File: config.mk
export PLATFORM = sky130hd
export DESIGN_NAME = dll_lock_seq
export DESIGN_NICKNAME = d
export VERILOG_FILES = /design/src/rtl/dll_lock_seq_pkg.sv /design/src/rtl/dll_lock_seq_sync_2ff.sv /design/src/rtl/dll_lock_seq.sv
export SDC_FILE = /design/constraint.sdc
export NUM_CORES = 1
export LEC_CHECK = 0
export CAP_MARGIN = 5
export CORE_MARGIN = 5
export CORE_UTILIZATION = 60
export DETAILED_ROUTE_END_ITERATION = 8
export PLACE_DENSITY = 0.82
export REMOVE_ABC_BUFFERS = 1
export SYNTH_ARGS = -nofsm -noshare
export SYNTH_HDL_FRONTEND = slang
export SYNTH_HIERARCHICAL = 1
export SYNTH_SLANG_ARGS = --single-unit
File: constraint.sdc
create_clock -name clk_ext -period 4.2 [get_ports clk_ext]
set_clock_uncertainty 0.2 [all_clocks]
set_input_delay 0.63 -clock clk_ext [delete_from_list [all_inputs] [get_ports clk_ext]]
set_output_delay 0.63 -clock clk_ext [all_outputs]
set_load 0.01 [all_outputs]
File: src/rtl/dll_lock_seq_pkg.sv
// Shared types for the FMDLL acquisition/lock sequencer: FSM states, phase-detector
// sample classes and small decode helpers used by the top level.
package dll_lock_seq_pkg;

   typedef enum logic [2:0] {
      ST_IDLE   = 3'd0,
      ST_SAR    = 3'd1,
      ST_TRACK  = 3'd2,
      ST_LOCKED = 3'd3,
      ST_HCLR   = 3'd4,
      ST_FAIL   = 3'd5
   } seq_state_e;

   typedef enum logic [1:0] {
      PD_HOLD = 2'b00,
      PD_DN   = 2'b01,
      PD_UP   = 2'b10,
      PD_BOTH = 2'b11
   } pd_sample_e;

   function automatic pd_sample_e pd_classify(input logic up, input logic dn);
      pd_sample_e s;
      case ({up, dn})
         2'b10:   s = PD_UP;
         2'b01:   s = PD_DN;
         2'b11:   s = PD_BOTH;
         default: s = PD_HOLD;
      endcase
      return s;
   endfunction

   // States in which a harmonic-lock flag aborts the sequence
   function automatic logic harm_sensitive(input seq_state_e st);
      logic r;
      case (st)
         ST_SAR, ST_TRACK, ST_LOCKED: r = 1'b1;
         default:                     r = 1'b0;
      endcase
      return r;
   endfunction

   function automatic logic is_busy_state(input seq_state_e st);
      logic r;
      case (st)
         ST_SAR, ST_TRACK, ST_LOCKED, ST_HCLR: r = 1'b1;
         default:                              r = 1'b0;
      endcase
      return r;
   endfunction

endpackage

File: src/rtl/dll_lock_seq_sync_2ff.sv
// Two-flop synchroniser for the asynchronous harmonic-lock flag from the detector.
module sync_2ff (
   input  logic clk,
   input  logic rst_n,
   input  logic d,
   output logic q
);

   logic meta_r;
   logic sync_r;

   // Two-stage capture; first stage may go metastable, second is used by the FSM
   always_ff @(posedge clk or negedge rst_n) begin
      if (!rst_n) begin
         meta_r <= 1'b0;
         sync_r <= 1'b0;
      end else begin
         meta_r <= d;
         sync_r <= meta_r;
      end
   end

   assign q = sync_r;

endmodule

File: src/rtl/dll_lock_seq.sv
// FMDLL lock sequencer: SAR coarse search of the delay-line code, PD-driven fine
// tracking with lock qualification, and harmonic-lock abort with bounded retry.
module dll_lock_seq
   import dll_lock_seq_pkg::*;
#(
   parameter int unsigned CODE_W     = 6,
   parameter int unsigned SETTLE_CYC = 4,
   parameter int unsigned LOCK_CNT   = 16,
   parameter int unsigned MAX_RETRY  = 3
) (
   input  logic              clk_ext,
   input  logic              rst_n,
   input  logic              start,
   input  logic              reset_pd,
   input  logic              pd_up,
   input  logic              pd_dn,
   output logic [CODE_W-1:0] dl_code,
   output logic              sel,
   output logic              pd_en,
   output logic              locked,
   output logic              fail,
   output logic              busy
);

   localparam int SET_W = (SETTLE_CYC > 0) ? $clog2(SETTLE_CYC + 1) : 1;
   localparam int BIT_W = (CODE_W > 1) ? $clog2(CODE_W) : 1;
   localparam int LCK_W = $clog2(LOCK_CNT + 1);
   localparam int RTY_W = $clog2(MAX_RETRY + 1);

   localparam logic [CODE_W-1:0] CODE_MID  = {1'b1, {(CODE_W-1){1'b0}}};
   localparam logic [CODE_W-1:0] CODE_MAX  = {CODE_W{1'b1}};
   localparam logic [CODE_W-1:0] CODE_MIN  = {CODE_W{1'b0}};
   localparam logic [CODE_W-1:0] CODE_ONE  = CODE_W'(1);
   localparam logic [SET_W-1:0]  SET_LAST  = SET_W'(SETTLE_CYC);
   localparam logic [SET_W-1:0]  SET_ZERO  = {SET_W{1'b0}};
   localparam logic [SET_W-1:0]  SET_ONE   = SET_W'(1);
   localparam logic [BIT_W-1:0]  BIT_TOP   = BIT_W'(CODE_W - 1);
   localparam logic [BIT_W-1:0]  BIT_ZERO  = {BIT_W{1'b0}};
   localparam logic [BIT_W-1:0]  BIT_ONE   = BIT_W'(1);
   localparam logic [LCK_W-1:0]  LCK_LAST  = LCK_W'(LOCK_CNT);
   localparam logic [LCK_W-1:0]  LCK_ZERO  = {LCK_W{1'b0}};
   localparam logic [LCK_W-1:0]  LCK_ONE   = LCK_W'(1);
   localparam logic [RTY_W-1:0]  RTY_LAST  = RTY_W'(MAX_RETRY);
   localparam logic [RTY_W-1:0]  RTY_ZERO  = {RTY_W{1'b0}};
   localparam logic [RTY_W-1:0]  RTY_ONE   = RTY_W'(1);

   seq_state_e        state_r;
   logic [CODE_W-1:0] dl_code_r;
   logic [SET_W-1:0]  settle_r;
   logic [BIT_W-1:0]  bit_r;
   logic [LCK_W-1:0]  lock_cnt_r;
   logic [RTY_W-1:0]  retry_r;
   logic              sel_r;
   logic              pd_en_r;
   logic              locked_r;
   logic              fail_r;
   logic              busy_r;

   logic              sync_pd_s;
   pd_sample_e        pd_s;
   logic              decide_s;
   logic              harm_s;
   logic              hold_s;
   logic              sat_req_s;
   logic [CODE_W-1:0] code_trk_s;
   logic [LCK_W-1:0]  lock_next_s;

   sync_2ff u_sync_reset_pd (
      .clk   (clk_ext),
      .rst_n (rst_n),
      .d     (reset_pd),
      .q     (sync_pd_s)
   );

   // Tracking decision decode: next code, saturation request and hold detection
   always_comb begin
      pd_s        = pd_classify(pd_up, pd_dn);
      decide_s    = (settle_r == SET_LAST);
      harm_s      = sync_pd_s & harm_sensitive(state_r);
      hold_s      = (pd_s == PD_HOLD) || (pd_s == PD_BOTH);
      lock_next_s = lock_cnt_r + LCK_ONE;
      sat_req_s   = 1'b0;
      code_trk_s  = dl_code_r;
      case (pd_s)
         PD_UP: begin
            if (dl_code_r == CODE_MAX) begin
               sat_req_s = 1'b1;
            end else begin
               code_trk_s = dl_code_r + CODE_ONE;
            end
         end
         PD_DN: begin
            if (dl_code_r == CODE_MIN) begin
               sat_req_s = 1'b1;
            end else begin
               code_trk_s = dl_code_r - CODE_ONE;
            end
         end
         default: begin
            sat_req_s  = 1'b0;
            code_trk_s = dl_code_r;
         end
      endcase
   end

   // Sequencer FSM with all counters and registered outputs
   always_ff @(posedge clk_ext or negedge rst_n) begin
      if (!rst_n) begin
         state_r    <= ST_IDLE;
         dl_code_r  <= CODE_MID;
         settle_r   <= SET_ZERO;
         bit_r      <= BIT_TOP;
         lock_cnt_r <= LCK_ZERO;
         retry_r    <= RTY_ZERO;
         sel_r      <= 1'b0;
         pd_en_r    <= 1'b0;
         locked_r   <= 1'b0;
         fail_r     <= 1'b0;
         busy_r     <= 1'b0;
      end else begin
         sel_r <= 1'b0;
         if (harm_s) begin
            // Harmonic abort outranks any decision falling in the same cycle
            state_r    <= ST_HCLR;
            sel_r      <= 1'b1;
            pd_en_r    <= 1'b0;
            locked_r   <= 1'b0;
            busy_r     <= 1'b1;
            settle_r   <= SET_ZERO;
            lock_cnt_r <= LCK_ZERO;
            retry_r    <= retry_r + RTY_ONE;
         end else begin
            case (state_r)
               ST_IDLE, ST_FAIL: begin
                  if (start) begin
                     state_r    <= ST_SAR;
                     dl_code_r  <= CODE_MID;
                     bit_r      <= BIT_TOP;
                     settle_r   <= SET_ZERO;
                     lock_cnt_r <= LCK_ZERO;
                     retry_r    <= (state_r == ST_FAIL) ? RTY_ZERO : retry_r;
                     sel_r      <= 1'b1;
                     busy_r     <= 1'b1;
                     fail_r     <= 1'b0;
                     pd_en_r    <= 1'b0;
                     locked_r   <= 1'b0;
                  end
               end
               ST_SAR: begin
                  if (decide_s) begin
                     settle_r         <= SET_ZERO;
                     dl_code_r[bit_r] <= pd_up;
                     if (bit_r == BIT_ZERO) begin
                        state_r    <= ST_TRACK;
                        pd_en_r    <= 1'b1;
                        lock_cnt_r <= LCK_ZERO;
                     end else begin
                        bit_r <= bit_r - BIT_ONE;
                     end
                  end else begin
                     settle_r <= settle_r + SET_ONE;
                     if (settle_r == SET_ZERO) begin
                        dl_code_r[bit_r] <= 1'b1;
                     end
                  end
               end
               ST_TRACK: begin
                  if (decide_s) begin
                     settle_r  <= SET_ZERO;
                     dl_code_r <= code_trk_s;
                     if (hold_s) begin
                        lock_cnt_r <= lock_next_s;
                        if (lock_next_s == LCK_LAST) begin
                           state_r  <= ST_LOCKED;
                           locked_r <= 1'b1;
                        end
                     end else begin
                        // Applied or saturated correction restarts lock qualification
                        lock_cnt_r <= LCK_ZERO;
                     end
                  end else begin
                     settle_r <= settle_r + SET_ONE;
                  end
               end
               ST_LOCKED: begin
                  if (decide_s) begin
                     settle_r <= SET_ZERO;
                     if (sat_req_s) begin
                        state_r    <= ST_TRACK;
                        locked_r   <= 1'b0;
                        lock_cnt_r <= LCK_ZERO;
                     end else begin
                        dl_code_r <= code_trk_s;
                        if (!hold_s) begin
                           lock_cnt_r <= LCK_ZERO;
                        end else if (lock_cnt_r != LCK_LAST) begin
                           lock_cnt_r <= lock_next_s;
                        end
                     end
                  end else begin
                     settle_r <= settle_r + SET_ONE;
                  end
               end
               ST_HCLR: begin
                  if (retry_r == RTY_LAST) begin
                     state_r <= ST_FAIL;
                     fail_r  <= 1'b1;
                     busy_r  <= 1'b0;
                  end else if (!sync_pd_s && !sel_r) begin
                     // Waiting for sel to drop keeps the clear and arm pulses distinct
                     state_r    <= ST_SAR;
                     dl_code_r  <= CODE_MID;
                     bit_r      <= BIT_TOP;
                     settle_r   <= SET_ZERO;
                     lock_cnt_r <= LCK_ZERO;
                     sel_r      <= 1'b1;
                  end
               end
               default: begin
                  state_r    <= ST_IDLE;
                  dl_code_r  <= CODE_MID;
                  settle_r   <= SET_ZERO;
                  bit_r      <= BIT_TOP;
                  lock_cnt_r <= LCK_ZERO;
                  retry_r    <= RTY_ZERO;
                  pd_en_r    <= 1'b0;
                  locked_r   <= 1'b0;
                  fail_r     <= 1'b0;
                  busy_r     <= is_busy_state(ST_IDLE);
               end
            endcase
         end
      end
   end

   assign dl_code = dl_code_r;
   assign sel     = sel_r;
   assign pd_en   = pd_en_r;
   assign locked  = locked_r;
   assign fail    = fail_r;
   assign busy    = busy_r;

endmodule

==> impl_metrics.yaml <==
power:
  p_sw_share_pct: 44.6
  power_density_nw_per_um2: 624
  p_sw_mw: 0.700
  power_frac_seq_pct: 33.8
  peakVddDrop_mv: 0.381
  finalPower_mw: 1.57
  pwr-share-clk_pct: 16.7
  p_int_mw: 0.869
  p_comb_share_pct: 49.5
  leakage_nw: 1.05
final_layout:
  fill_cells: 297
  syn_to_final_growth_pct: 10.3
  finalNetCount: 283
  antennaDiodeCount: 0
  utilization_pct: 68.7
  layoutNonFillerInstCount: 314
  drive_above_1_share_pct: 12.0
  final_cell_area_sq_um: 2520
clocking:
  post-cts-setup-buffers: 0
  worstSkewPairLatency_ns: 0.29
  cts_tree: "yes"
  postCtsHoldBufs: 0
  numCtsBuffers: 5
  clockBufferDepth: 2
  cts.sinks: 29
  clk_pin_slew_ns: 0.06
  cts-htree-levels: 2
  clock-root-buffer: "clkbuf_8"
  cts_resized: 0
worst_hold_path:
  min_path_type: "flop to flop"
  min_from: "u_sync_reset_pd/meta_r"
  holdPathStages: 0
  worstHoldEndpoint: "u_sync_reset_pd/q"
worst_setup_path:
  max_stage_delay_ns: 0.50
  critPathLaunchType: "input port"
  worstRegToRegCells: 4
  path_cells: "clkdlybuf4s50_1, inv_1, ha_1, xor2_1, ha_1, and4b_1, a221o_1, or3_1, o311ai_1, a2bb2oi_1"
  cp_max_fo: 10
  crit_top_cell: "ha_1"
  critical_path_class: "input port to flop"
  cp_data_required_time_ns: 4.16
  crit_arrival_ns: 2.88
  r2r-end: "lock_cnt_r[0]"
  cp-end-kind: "flop"
  cp_slowest_cell: "clkdlybuf4s50_1"
  r2r_setup_slack_ns: 1.58
  reg2reg_from: "state_r[2]"
yosys:
  avgSynthCellArea_sq_um: 8.91
  synth_top_flop_cell: "dfrtp_1"
  synthCells: 256
  synth_edf_count: 0
  yosysUniqueCellTypes: 65
  ys_seq_elements: 29
  synth_top_area_share_pct: 28.5
  post_synth_instance_area_sq_um: 2280
  synth-seq-area-share_pct: 32.0
  async_flop_share_pct: 100
  yosysTopAreaCell: "dfrtp_1"
  yosys_warnings: 6
  yosys-top-cells-area: "dfrtp_1 29%, ha_1 6.6%, o21ai_0 4.6%, dfstp_2 3.5%, a21oi_1 2.6%"
sta:
  finalCritPeriodShare_pct: 69.5
  worst_hold_slack_ns: 0.150
  finalHoldViolCount: 0
  achievable-frequency_mhz: 343
  fin_ws_ns: 1.28
  fin_crit_ns: 2.92
  worst_slew_pin_slew_ns: 0.703
  setup-tns-final_ns: 0
  relSlewSlack_pct: 53.2
  setup_viol: 0
  rsz0062_at_grt: "no"
  slew_violations: 0
placement:
  place_area_sq_um: 2410
  pre_cts_slack_ns: 0.982
  place_congestion: 0.859
  dp_cells: 306
  port_buffers: 16
  dpl.hpwl_microns: 3790
drt:
  vias_per_cell: 6.56
  vias: 2061
  detail-route-antenna-nets: 0
  dr.first_iter.drc_count: 261
  drt-total-wl_microns: 5360
  drc_errors: 0
  drtPass1Iterations: 5
  post_drt_wl_per_cell_microns: 17.1
die:
  start_util_pct: 62.3
  row_count: 22
  coreArea_sq_um: 3660
  die_height_microns: 71.7
  ios: 17
  dieArea_sq_um: 5130
  die_x_microns: 71.7
global_routing:
  grt_pass1_wl_microns: 9320
  first_global_vias: 1992
  gr-total-overflow: 0
  antenna_found_initial: 0
  track_usage_pct: 22.3
  grt_max_degree: 30
job:
  cap_violations: 0
run_status:
  outcome: "finished, final reports clean"
-- critical path: cells and delay by family --
kind	cells	cell delay (ns)
AO/OA/AOI/OAI	3	0.47
buffers and inverters	2	0.57
adder cells (fa/ha/maj)	2	0.55
AND/OR/NAND/NOR	2	0.47
XOR/XNOR	1	0.19
-- worst max-delay path by stage --
stage	from	endpoint	slack, ns	depth (start not counted)
global placement	pd_up	dl_code[4]	1.07	10
detailed placement	pd_up	dl_code[4]	0.98	10
finish	pd_up	dl_code[4]	1.28	10
global route	pd_up	dl_code[4]	1.18	10
CTS	pd_up	dl_code[4]	1.28	10
floorplan	pd_up	dl_code[4]	1.66	9
-- cells in the final DEF (no fill, tap or decap), types with 3 or more instances in the layout --
| cell | netlist | final |
|---|---|---|
| or3_1 | 4 | 4 |
| o21ai_1 | 3 | 3 |
| nor2b_1 | 7 | 7 |
| inv_1 | 11 | 11 |
| ha_1 | 12 | 12 |
| dfstp_2 | 3 | 3 |
| a21oi_1 | 12 | 12 |
| clkdlybuf4s50_1 | 0 | 16 |
| mux2i_1 | 4 | 4 |
| and3_1 | 3 | 3 |
| clkbuf_8 | 0 | 7 |
| nand4_1 | 3 | 3 |
| and2_1 | 4 | 4 |
| o31ai_1 | 6 | 6 |
| o211ai_1 | 5 | 5 |
| a31oi_1 | 3 | 3 |
| nand3_1 | 6 | 6 |
| o21ai_0 | 21 | 21 |
| nor3_1 | 12 | 12 |
| mux2_2 | 4 | 4 |
| nand2b_1 | 5 | 5 |
| or2_2 | 4 | 4 |
| xor2_1 | 3 | 3 |
| nand2_1 | 16 | 16 |
| nor2_1 | 15 | 15 |
| dfrtp_1 | 26 | 26 |
-- per-layer routing --
layer / track usage, % / share of wire [%] / vias up
met2: 37.1 / 49 / 71
met4: 8.35 / 2.1 / 0
met1: 28.2 / 44 / 1001
met5: 0 / 0 / -
met3: 4.91 / 5.5 / 12
li1: - / - / 977
-- power groups by stage --
stage	logic (mW)	clock network (mW)	registers, mW
floorplan	0.556	0	0.502
global placement	0.743	0	0.527
detailed placement	0.769	0	0.531
CTS	0.775	0.263	0.527
global route	0.859	0.280	0.551
finish	0.776	0.262	0.531
-- layout make-up --
| cell class | instances | area [sq um] | share of cell area (%) |
|---|---|---|---|
| Multi-Input combinational cell | 201 | 1420 | 56.3 |
| Inverter | 11 | 41.3 | 1.64 |
| Sequential cell | 29 | 729 | 29.0 |
| Clock inverter | 1 | 5.00 | 0.199 |
| Timing Repair Buffer | 17 | 168 | 6.66 |
| Tap cell | 48 | 60.1 | 2.39 |
| Clock buffer | 7 | 96.3 | 3.83 |
-- state kept, by name, summed over array words and instances, names as in the netlist --
register                count
dl_code                     6
state_r                     3
bit_r                       3
u_sync_reset_pd/q           1
pd_en                       1
sel                         1
fail                        1
busy                        1
retry_r                     2
settle_r                    3
lock_cnt_r                  5
locked                      1
u_sync_reset_pd/meta_r      1
-- cells by family (layout without fill, tap and decap cells) --
kind of cell / Yosys count / after routing / share of synthesized area (%)
buf+inv: 26 / 36 / 5.92
compound gates: 81 / 81 / 26.1
xor+xnor: 4 / 4 / 1.54
mux: 9 / 9 / 4.22
flops: 29 / 29 / 32.0
fa+ha+maj: 12 / 12 / 6.58
simple gates: 95 / 95 / 23.7
-- cells in the mapped netlist (all sizes together), types with 5 or more instances --
library cell / count
nand3: 6
ha: 12
nor2b: 7
o31ai: 7
nor2: 16
or2: 5
nand2b: 5
nor3: 12
o211ai: 5
buf: 12
a21oi: 12
nand2: 16
o21ai: 25
mux2: 5
dfrtp: 26
inv: 11
Power figures use the tool's default switching activity.
